File: src/rtl/elastic_buffer_read_processor_if.sv
// Buffer-facing and downstream-facing signals of the elastic buffer read stage.
// The master modport is the read processor; the slave modport is the
// environment (buffer head on one side, downstream consumer on the other).
interface elastic_buffer_read_processor_if #(
  parameter int BUFFER_WIDTH = 13,
  parameter int ADDR_WIDTH   = 4
);
  logic [BUFFER_WIDTH-1:0] rd_data;
  logic                    buff_empty;
  logic [ADDR_WIDTH:0]     occupancy;
  logic                    read_en;
  logic [BUFFER_WIDTH-1:0] out_data;
  logic                    out_valid;
  logic                    skp_add_active;

  modport master (
    input  rd_data,
    input  buff_empty,
    input  occupancy,
    output read_en,
    output out_data,
    output out_valid,
    output skp_add_active
  );

  modport slave (
    output rd_data,
    output buff_empty,
    output occupancy,
    input  read_en,
    input  out_data,
    input  out_valid,
    input  skp_add_active
  );
endinterface

File: src/rtl/elastic_buffer_read_processor.sv
// Read-side control of the RX elastic buffer. Pops show-ahead words and
// forwards them through one output register. When occupancy runs low, a SKP
// popped at symbol index 0 (or index 4 after one burst) is replicated
// INSERT_LEN times while the read pointer is stalled, padding the stream.
module elastic_buffer_read_processor #(
  parameter int BUFFER_WIDTH = 13,
  parameter int ADDR_WIDTH   = 4,
  parameter int LOW_THRESH   = 4,
  parameter int INSERT_LEN   = 4,
  parameter int MAX_INSERTED = 8
) (
  input  logic rx_clk,
  input  logic rx_rst,
  input  logic elstc_buff_en,
  elastic_buffer_read_processor_if.master bus
);

  localparam logic [8:0]          SKP_SYM      = 9'b110011001;
  localparam logic [3:0]          INS_LEN_C    = 4'(INSERT_LEN);
  localparam logic [3:0]          INS_LAST_C   = 4'(INSERT_LEN - 1);
  localparam logic [3:0]          MAX_INS_C    = 4'(MAX_INSERTED);
  localparam logic [ADDR_WIDTH:0] LOW_THRESH_C = (ADDR_WIDTH+1)'(LOW_THRESH);

  typedef enum logic [0:0] {
    ST_PASS   = 1'b0,
    ST_INSERT = 1'b1
  } state_t;

  state_t                  state_reg, state_next;
  logic [BUFFER_WIDTH-1:0] out_data_reg, out_data_next;
  logic                    out_valid_reg, out_valid_next;
  logic [BUFFER_WIDTH-1:0] hold_word_reg, hold_word_next;
  logic [3:0]              ins_cnt_reg, ins_cnt_next;
  logic [3:0]              inserted_count_reg, inserted_count_next;

  logic       is_skp;
  logic [3:0] idx;
  logic       add_rqst;
  logic       pass_pop;
  logic       insert_trigger;
  logic       os_end;

  // Decode the head-of-buffer word and the low-occupancy request.
  assign is_skp   = (bus.rd_data[8:0] == SKP_SYM);
  assign idx      = bus.rd_data[12:9];
  assign add_rqst = (bus.occupancy < LOW_THRESH_C);

  // A pop only ever happens from PASS; INSERT holds the read pointer.
  assign pass_pop = elstc_buff_en & ~bus.buff_empty & (state_reg == ST_PASS);

  // Burst at idx 0 of a fresh ordered set, or a second burst at idx 4.
  assign insert_trigger = pass_pop & is_skp & add_rqst &
                          (inserted_count_reg < MAX_INS_C) &
                          (((idx == 4'd0) & (inserted_count_reg == 4'd0)) |
                           ((idx == 4'd4) & (inserted_count_reg == INS_LEN_C)));

  // A non-SKP word or the last SKP slot closes the ordered set.
  assign os_end = ~is_skp | (idx == 4'd15);

  // Pop strobe is held low for the whole time reset is asserted.
  assign bus.read_en        = pass_pop & rx_rst;
  assign bus.out_data       = out_data_reg;
  assign bus.out_valid      = out_valid_reg;
  assign bus.skp_add_active = (state_reg == ST_INSERT);

  // Next-state and datapath decisions for the PASS/INSERT machine.
  always_comb begin
    state_next          = state_reg;
    out_data_next       = out_data_reg;
    out_valid_next      = 1'b0;
    hold_word_next      = hold_word_reg;
    ins_cnt_next        = ins_cnt_reg;
    inserted_count_next = inserted_count_reg;

    if (!elstc_buff_en) begin
      // Disable aborts any burst in progress and forgets the set history.
      state_next          = ST_PASS;
      ins_cnt_next        = 4'd0;
      inserted_count_next = 4'd0;
    end else begin
      case (state_reg)
        ST_PASS: begin
          if (pass_pop) begin
            out_data_next  = bus.rd_data;
            out_valid_next = 1'b1;
          end
          if (insert_trigger) begin
            hold_word_next = bus.rd_data;
            ins_cnt_next   = 4'd0;
            state_next     = ST_INSERT;
          end else if (pass_pop && os_end) begin
            inserted_count_next = 4'd0;
          end
        end
        ST_INSERT: begin
          out_data_next  = hold_word_reg;
          out_valid_next = 1'b1;
          ins_cnt_next   = ins_cnt_reg + 4'd1;
          if (ins_cnt_reg == INS_LAST_C) begin
            state_next          = ST_PASS;
            inserted_count_next = inserted_count_reg + INS_LEN_C;
          end
        end
        default: begin
          state_next = ST_PASS;
        end
      endcase
    end
  end

  // State and datapath registers.
  always_ff @(posedge rx_clk or negedge rx_rst) begin
    if (!rx_rst) begin
      state_reg          <= ST_PASS;
      out_data_reg       <= '0;
      out_valid_reg      <= 1'b0;
      hold_word_reg      <= '0;
      ins_cnt_reg        <= 4'd0;
      inserted_count_reg <= 4'd0;
    end else begin
      state_reg          <= state_next;
      out_data_reg       <= out_data_next;
      out_valid_reg      <= out_valid_next;
      hold_word_reg      <= hold_word_next;
      ins_cnt_reg        <= ins_cnt_next;
      inserted_count_reg <= inserted_count_next;
    end
  end

endmodule

File: src/flat_wrapper.sv
// flat-port wrapper written by rule: the top's interface ports become plain ports
module elastic_buffer_read_processor_flat 
#(
  parameter int BUFFER_WIDTH = 13,
  parameter int ADDR_WIDTH   = 4,
  parameter int LOW_THRESH   = 4,
  parameter int INSERT_LEN   = 4,
  parameter int MAX_INSERTED = 8
)
  (rx_clk, rx_rst, elstc_buff_en, bus_rd_data, bus_buff_empty, bus_occupancy, bus_read_en, bus_out_data, bus_out_valid, bus_skp_add_active);
  elastic_buffer_read_processor_if #(.BUFFER_WIDTH(BUFFER_WIDTH), .ADDR_WIDTH(ADDR_WIDTH)) bus_i ();
  input  logic rx_clk;
  input  logic rx_rst;
  input  logic elstc_buff_en;
  input wire logic [$bits(bus_i.rd_data)-1:0] bus_rd_data;
  input wire logic [$bits(bus_i.buff_empty)-1:0] bus_buff_empty;
  input wire logic [$bits(bus_i.occupancy)-1:0] bus_occupancy;
  output wire logic [$bits(bus_i.read_en)-1:0] bus_read_en;
  output wire logic [$bits(bus_i.out_data)-1:0] bus_out_data;
  output wire logic [$bits(bus_i.out_valid)-1:0] bus_out_valid;
  output wire logic [$bits(bus_i.skp_add_active)-1:0] bus_skp_add_active;
  assign bus_i.rd_data = bus_rd_data;
  assign bus_i.buff_empty = bus_buff_empty;
  assign bus_i.occupancy = bus_occupancy;
  assign bus_read_en = bus_i.read_en;
  assign bus_out_data = bus_i.out_data;
  assign bus_out_valid = bus_i.out_valid;
  assign bus_skp_add_active = bus_i.skp_add_active;
  elastic_buffer_read_processor #(.BUFFER_WIDTH(BUFFER_WIDTH), .ADDR_WIDTH(ADDR_WIDTH), .LOW_THRESH(LOW_THRESH), .INSERT_LEN(INSERT_LEN), .MAX_INSERTED(MAX_INSERTED)) u_core (.rx_clk(rx_clk), .rx_rst(rx_rst), .elstc_buff_en(elstc_buff_en), .bus(bus_i));
endmodule
File: config.mk
export PLATFORM = sky130hd
export DESIGN_NAME = elastic_buffer_read_processor_flat
export DESIGN_NICKNAME = d
export VERILOG_FILES = /design/src/rtl/elastic_buffer_read_processor_if.sv /design/src/rtl/elastic_buffer_read_processor.sv /design/src/flat_wrapper.sv
export SDC_FILE = /design/constraint.sdc
export NUM_CORES = 1
export LEC_CHECK = 0
export ABC_AREA = 1
export CORE_MARGIN = 2
export CORE_UTILIZATION = 51
export DETAILED_ROUTE_END_ITERATION = 10
export PLACE_DENSITY = 0.9
export SYNTH_ARGS = -nofsm -noshare
export SYNTH_HDL_FRONTEND = slang
export SYNTH_SLANG_ARGS = --single-unit
export TNS_END_PERCENT = 10
File: constraint.sdc
create_clock -name rx_clk -period 3.33 [get_ports rx_clk]
set_clock_uncertainty 0.15 [all_clocks]
set_input_delay 0.999 -clock rx_clk [delete_from_list [all_inputs] [get_ports rx_clk]]
set_output_delay 0.999 -clock rx_clk [all_outputs]
set_load 0.03 [all_outputs]
# After elaboration in Yosys (flattened, before gate mapping)
# Cells that the tools add are included.
dict set report word_totals {
  regBits 36
  inputBits 22
  out_inout_bits 16
}
dict set report op_classes {
  n_addsub 2
  magnitude_cmp 2
  n_eq_ne 10
  mux 17
  bitwise 14
  reduce_logical 6
}
# operator count
set op_table {}
lappend op_table {{13-bit case mux with 2 select lines} 1}
lappend op_table {{4-bit 2-to-1 mux} 6}
lappend op_table {{4-bit case mux with 2 select lines} 2}
lappend op_table {{13-bit 2-to-1 mux} 1}
lappend op_table {{1-bit AND} 9}
lappend op_table {{9-bit equality test (second input constant)} 1}
lappend op_table {{3-bit != test (second input constant)} 3}
lappend op_table {{4-bit by 3-bit equality test with 1-bit output (second input constant)} 2}
lappend op_table {{4-bit logical NOT} 2}
lappend op_table {{3-bit AND reduction} 2}
lappend op_table {{5-bit by 3-bit less-than comparator with 1-bit output (second input constant)} 1}
lappend op_table {{1-bit 2-to-1 mux} 5}
lappend op_table {{4-bit by 1-bit adder with 4-bit output (second input constant)} 1}
lappend op_table {{4-bit by 3-bit adder with 4-bit output (second input constant)} 1}
lappend op_table {{4-bit by 2-bit equality test with 1-bit output (second input constant)} 1}
lappend op_table {{4-bit equality test (second input constant)} 1}
lappend op_table {{4-bit less-than comparator (second input constant)} 1}
lappend op_table {{1-bit case mux with 2 select lines} 2}
lappend op_table {{3-bit by 2-bit != test with 1-bit output (second input constant)} 1}
lappend op_table {{1-bit NOT} 3}
lappend op_table {{2-bit by 1-bit != test with 1-bit output (second input constant)} 1}
lappend op_table {{1-bit bitwise OR} 2}
lappend op_table {{2-bit AND reduction} 1}
lappend op_table {{1-bit logical AND} 1}

# Depth between registers and ports, before layout
# Gate-level depths: netlist of run 1.
dict set report logic_depth {
  word_depth 10
  mapped_depth 10
}

# Worst setup path after synthesis of run 1
# OpenSTA, ideal clock, no wires.
dict set report synth_timing {
  kind {input to output}
  startpoint {in bus_buff_empty}
  endpoint {out bus_read_en}
  arrival_ns 1.894
  t_required_ns 2.181
  slack_ns 0.287
  path_stages 3
  n_path_buf 0
  cell_sequence {inv_1 nand2_1 nor3b_1}
}
dict set report synth_via {
  elab_chain_len 4
}
# element line
set synth_lines {}
lappend synth_lines {{start, declared} flat_wrapper.sv:16} ;# input wire logic [$bits(bus_i.buff_empty)-1:0] bus_buff_empty;
lappend synth_lines {{1-bit NOT} elastic_buffer_read_processor.sv:49} ;# assign pass_pop = elstc_buff_en & ~bus.buff_empty & (state_reg == ST_PASS);
lappend synth_lines {{1-bit AND (2 in a row)} elastic_buffer_read_processor.sv:49}
lappend synth_lines {{1-bit AND} elastic_buffer_read_processor.sv:61} ;# assign bus.read_en = pass_pop & rx_rst;
lappend synth_lines {{end, declared} flat_wrapper.sv:18} ;# output wire logic [$bits(bus_i.read_en)-1:0] bus_read_en;
# No other way between the ends.

# Worst setup path after layout of run 1
# Same ends and word-level chain as after synthesis.

==> results of run 1 <==
path summary, 6_finish.rpt:
check	to	cells after the start	from	slack (ns)
worst max-delay path	bus_read_en	5	bus_buff_empty	0.22
worst min-delay path	u_core.hold_word_reg[8]	2	u_core.hold_word_reg[8]	0.31
worst max register to register	u_core.ins_cnt_reg[0]	7	u_core.bus.skp_add_active	1.63
worst min register to register	u_core.hold_word_reg[8]	2	u_core.hold_word_reg[8]	0.31
max in group asynchronous	u_core.ins_cnt_reg[0]	2	rx_rst	1.68
min in group asynchronous	u_core.hold_word_reg[5]	2	rx_rst	1.05
worst max-delay path, cell delays in order:
cell	delay (ns)
clkdlybuf4s50_1	0.39
inv_1	0.10
nand2_1	0.09
nor3b_1	0.19
buf_4	0.19
final cells by class:
| class | instances | area, um2 | share of cell area [%] |
|---|---|---|---|
| inverters | 31 | 116.4 | 5.713 |
| clock buffers | 5 | 37.54 | 1.843 |
| flip-flops and latches | 34 | 850.8 | 41.77 |
| well taps | 44 | 55.05 | 2.703 |
| clock inverters | 2 | 10.01 | 0.4914 |
| repair buffers | 38 | 370.4 | 18.18 |
| multi-input cells | 124 | 596.8 | 29.30 |
layer usage:
metal,share of wire (%),wire [um],vias to the layer above,GRT usage (%)
li1,-,-,688,-
met1,47,1428,588,23.88
met2,46,1407,46,30.90
met3,4.9,149,7,4.762
met4,2.5,78,0,11.43
met5,0,0,-,0
cell usage after synthesis:
library cell / n / share of area [%]
a21oi_1: 15 / 4.7
and3_1: 1 / 0.39
buf_2: 4 / 1.3
buf_6: 1 / 0.70
clkbuf_1: 1 / 0.23
dfrtp_1: 34 / 53
ha_1: 3 / 2.3
inv_1: 30 / 7.0
inv_2: 1 / 0.23
nand2_1: 42 / 9.9
nand2_2: 2 / 0.78
nand3_1: 6 / 1.9
nand4_1: 4 / 1.6
nand4_2: 1 / 0.78
nor2_1: 28 / 6.6
nor2_2: 1 / 0.39
nor2_4: 2 / 1.4
nor3b_1: 1 / 0.47
nor4_1: 1 / 0.39
o21ai_0: 15 / 4.7
o21ai_2: 1 / 0.55
xnor2_1: 1 / 0.55
through the flow:
stage / util, % / setup slack, ns / hold WS (ns)
4_1_cts: 67.27 / 0.2200 / 0.3138
3_3_place_gp: 65.70 / 0.2124 / 0.2824
2_1_floorplan: - / 0.2869 / 0.2716
5_1_grt: 67.27 / 0.1075 / 0.3460
3_5_place_dp: 65.70 / 0.2311 / 0.2885
6_report: 67.27 / 0.2241 / 0.3126
kinds of logic (layout without fill, tap and decap cells):
logic type,Yosys count,count (layout)
AND/OR/NAND/NOR,89,89
buffers and inverters,37,76
flip-flops,34,34
AO/OA/AOI/OAI,31,31
adder cells (fa/ha/maj),3,3
XOR/XNOR,1,1
power by group:
part | leakage (nW) | total, mW | internal, mW | switching (mW)
registers | 0.373 | 0.444 | 0.433 | 0.0106
logic | 0.590 | 0.164 | 0.0721 | 0.0919
clock network | 0.0308 | 0.208 | 0.0757 | 0.133
==> flow_summary.ini, run 1 <==
[status]
status = finished, final reports clean

[cells_and_area]
fin_cells = 278
layout.cells.most_common_list = nand2_1, clkdlybuf4s50_1, dfrtp_1
final_common_cell = nand2_1
antenna_cells = 0
final_nets = 259
final_area_um2 = 2037
nFillCells = 248
drive_above_1_share_pct = 8.120
syn_to_final_growth_pct = 27.39

[synth]
syn-num-nets = 220
syn_avg_cell_area_um2 = 8.200
synth_mux_area_share_pct = 0
synthAdderAreaFrac_pct = 2.347
syn_area_um2 = 1599
syn-instance-count = 195
synth_compound_area_share_pct = 9.937
ys.warnings.count = 0
ys_ff_latch = 34
synth_cell_types = 22
synthXorXnorAreaFrac_pct = 0.5477
seq_area_frac_synth_pct = 53.21
synth_top_family_by_area = simple AND/OR/NAND/NOR gates
synthSimpleGateAreaFrac_pct = 24.49

[worst_setup_path]
crit_fanout = 3
worstPathArrival_ns = 1.96
crit_type = primary input to output port
start_kind = primary input
worst_setup_path_end_kind = output port
worstPathRequired_ns = 2.18

[cts]
cts_setup_buffers = 0
clock-sinks = 34
clk_latency_ns = 0.34
cts.clk_slew.worst_paths_ns = 0.10
ctsRootBufferMaster = clkbuf_4
cts_resized = 0
clk_path_buf_depth = 2
hold_buffers = 0
cts_tree = built
cts_htree_levels = 2
cts_made_buffers = 5

[sta]
finalSetupViolations = 0
tightest_slew_ns = 0.4653
finalCriticalPeriod_ns = 3.106
fin_crit_sh_pct = 93.27
rsz0062_at_grt = false
drv_slew = 0
fin_tns_setup_ns = 0
finalHoldViolations = 0
max_freq_ghz = 0.3220
maxSlewHeadroom_pct = 68.87

[floorplanning]
start_util_pct = 52.81
die_w_um = 60.00
die_h_um = 60.00
rows = 20
core_area_um2 = 3028
dieArea_um2 = 3599
ios = 38

[worst_hold_path]
hold_path.class = flip-flop to flip-flop

[detailed_routing]
drcViolationCount = 0
num_vias = 1329
avgRoutedWirePerCell_um = 11.02
first_iter_violations = 54
dr.pass1.iters = 4
ant_nets = 0
vias_per_cell = 4.781
wl_um = 3064

[global_route]
grtUsageTotal_pct = 19.44
grt_pass1_wl_um = 4995
grt_max_degree = 35
grt_pass1_vias = 1215
grt_overflow_total = 0
antenna_found_initial = 0

[power]
leakage_nw = 0.9934
power_uw = 816.2
power.density_nw_per_um2 = 400.7
ir_worst_vdd_mv = 0.2280

[place]
portBuffers = 35
placed_cells = 271
place_congestion = 0.8031
postPlaceCellArea_um2 = 1989
hpwl_um = 2195

[run]
cap_viol_max_count = 0
Note: power is estimated with default switching activity, not from simulation.
==> run 2: changes to the inputs <==
--- a/config.mk
+++ b/config.mk
@@ -6,10 +6,9 @@
 export NUM_CORES = 1
 export LEC_CHECK = 0
 export ABC_AREA = 1
-export CORE_MARGIN = 2
-export CORE_UTILIZATION = 51
+export CORE_UTILIZATION = 52
 export DETAILED_ROUTE_END_ITERATION = 10
-export PLACE_DENSITY = 0.9
+export PLACE_DENSITY = 0.91
 export SYNTH_ARGS = -nofsm -noshare
 export SYNTH_HDL_FRONTEND = slang
 export SYNTH_SLANG_ARGS = --single-unit
==> flow_summary.ini, run 2 (synthesis gave the netlist of run 1 again) <==
[status]
violations = DRC
status = finished with violations

[worst_setup_path]
worst_setup_path_end_kind = output port
crit_type = primary input to output port
worstPathRequired_ns = 2.18
start_kind = primary input
worstPathArrival_ns = 2.00
crit_fanout = 3

[floorplanning]
die_w_um = 57.46
start_util_pct = 56.52
ios = 38
die_h_um = 57.46
dieArea_um2 = 3301
rows = 19
core_area_um2 = 2829

[sta]
fin_crit_sh_pct = 94.50
tightest_slew_ns = 0.4947
finalHoldViolations = 0
drv_slew = 0
maxSlewHeadroom_pct = 67.02
rsz0062_at_grt = false
max_freq_ghz = 0.3178
finalCriticalPeriod_ns = 3.147
finalSetupViolations = 0
fin_tns_setup_ns = 0

[cells_and_area]
antenna_cells = 0
nFillCells = 209
final_area_um2 = 2052
final_common_cell = nand2_1
layout.cells.most_common_list = nand2_1, clkdlybuf4s50_1, dfrtp_1
final_nets = 259
drive_above_1_share_pct = 8.511
syn_to_final_growth_pct = 28.33

[power]
ir_worst_vdd_mv = 0.3062
power.density_nw_per_um2 = 432.9
leakage_nw = 1.007

[global_route]
grt_pass1_vias = 1313
grt_overflow_total = 0
grt_pass1_wl_um = 5464
antenna_found_initial = 0
grtUsageTotal_pct = 22.28
grt_max_degree = 35

[detailed_routing]
first_iter_violations = 33
wl_um = 3144
dr.pass1.iters = 7
ant_nets = 0
num_vias = 1357
vias_per_cell = 5.102
drcViolationCount = 3
avgRoutedWirePerCell_um = 11.82

[worst_hold_path]
hold_path.class = flip-flop to flip-flop

[cts]
clk_latency_ns = 0.34
cts.clk_slew.worst_paths_ns = 0.10
clock-sinks = 34
hold_buffers = 0
cts_made_buffers = 5
clk_path_buf_depth = 2
cts_tree = built
cts_resized = 0
cts_htree_levels = 2
cts_setup_buffers = 0
ctsRootBufferMaster = clkbuf_4

[place]
place_congestion = 0.8114
portBuffers = 35
hpwl_um = 2294
postPlaceCellArea_um2 = 1973

[run]
cap_viol_max_count = 0
## run 2: where the power goes
part           switching [mW]  total, mW  internal, mW  leakage (nW)
registers              0.0107      0.444         0.433         0.373
logic                  0.0921      0.164        0.0721         0.590
clock network           0.136      0.280         0.144        0.0446
## run 2: per-layer routing
metal	wire length, um	share of wire (%)	vias to the layer above	track usage, %
met1	1354	43	626	26.04
met4	51	1.6	0	8.711
met5	0	0	-	0
met3	218	6.9	6	6.576
li1	-	-	681	-
met2	1519	48	44	38.37
## run 2: final timing paths
check	startpoint	endpoint	slack, ns	depth (start not counted)
max	bus_buff_empty	bus_read_en	0.18	5
min	u_core.hold_word_reg[0]	u_core.hold_word_reg[0]	0.31	2
max reg2reg	u_core.bus.skp_add_active	u_core.bus.out_data[3]	1.35	5
min reg2reg	u_core.hold_word_reg[0]	u_core.hold_word_reg[0]	0.31	2
max in group asynchronous	rx_rst	u_core.ins_cnt_reg[0]	1.73	2
min in group asynchronous	rx_rst	u_core.bus.out_data[1]	0.99	2
## run 2: final cells by class
type,instances,area (um2),share of cell area [%]
clock buffers,8,78.83,3.841
flip-flops and latches,34,850.8,41.46
multi-input cells,124,596.8,29.09
inverters,31,116.4,5.671
well taps,31,38.79,1.890
repair buffers,38,370.4,18.05
## run 2: through the flow
stage	total power, mW	hold WS, ns	worst slack [ns]	util, %	cells
detailed placement	0.6185	0.2870	0.1633	69.75	258
CTS	0.8991	0.3117	0.1507	72.53	266
global placement	0.6145	0.2827	0.2007	69.75	258
global route	0.9288	0.3391	0.1229	72.53	266
finish	0.8882	0.3123	0.1831	72.53	266
floorplan	0.5313	0.2716	0.2869	-	195
## run 2: critical path, stage by stage
cell             delay, ns
clkdlybuf4s50_1       0.39
inv_1                 0.10
nand2_1               0.09
nor3b_1               0.22
buf_4                 0.20
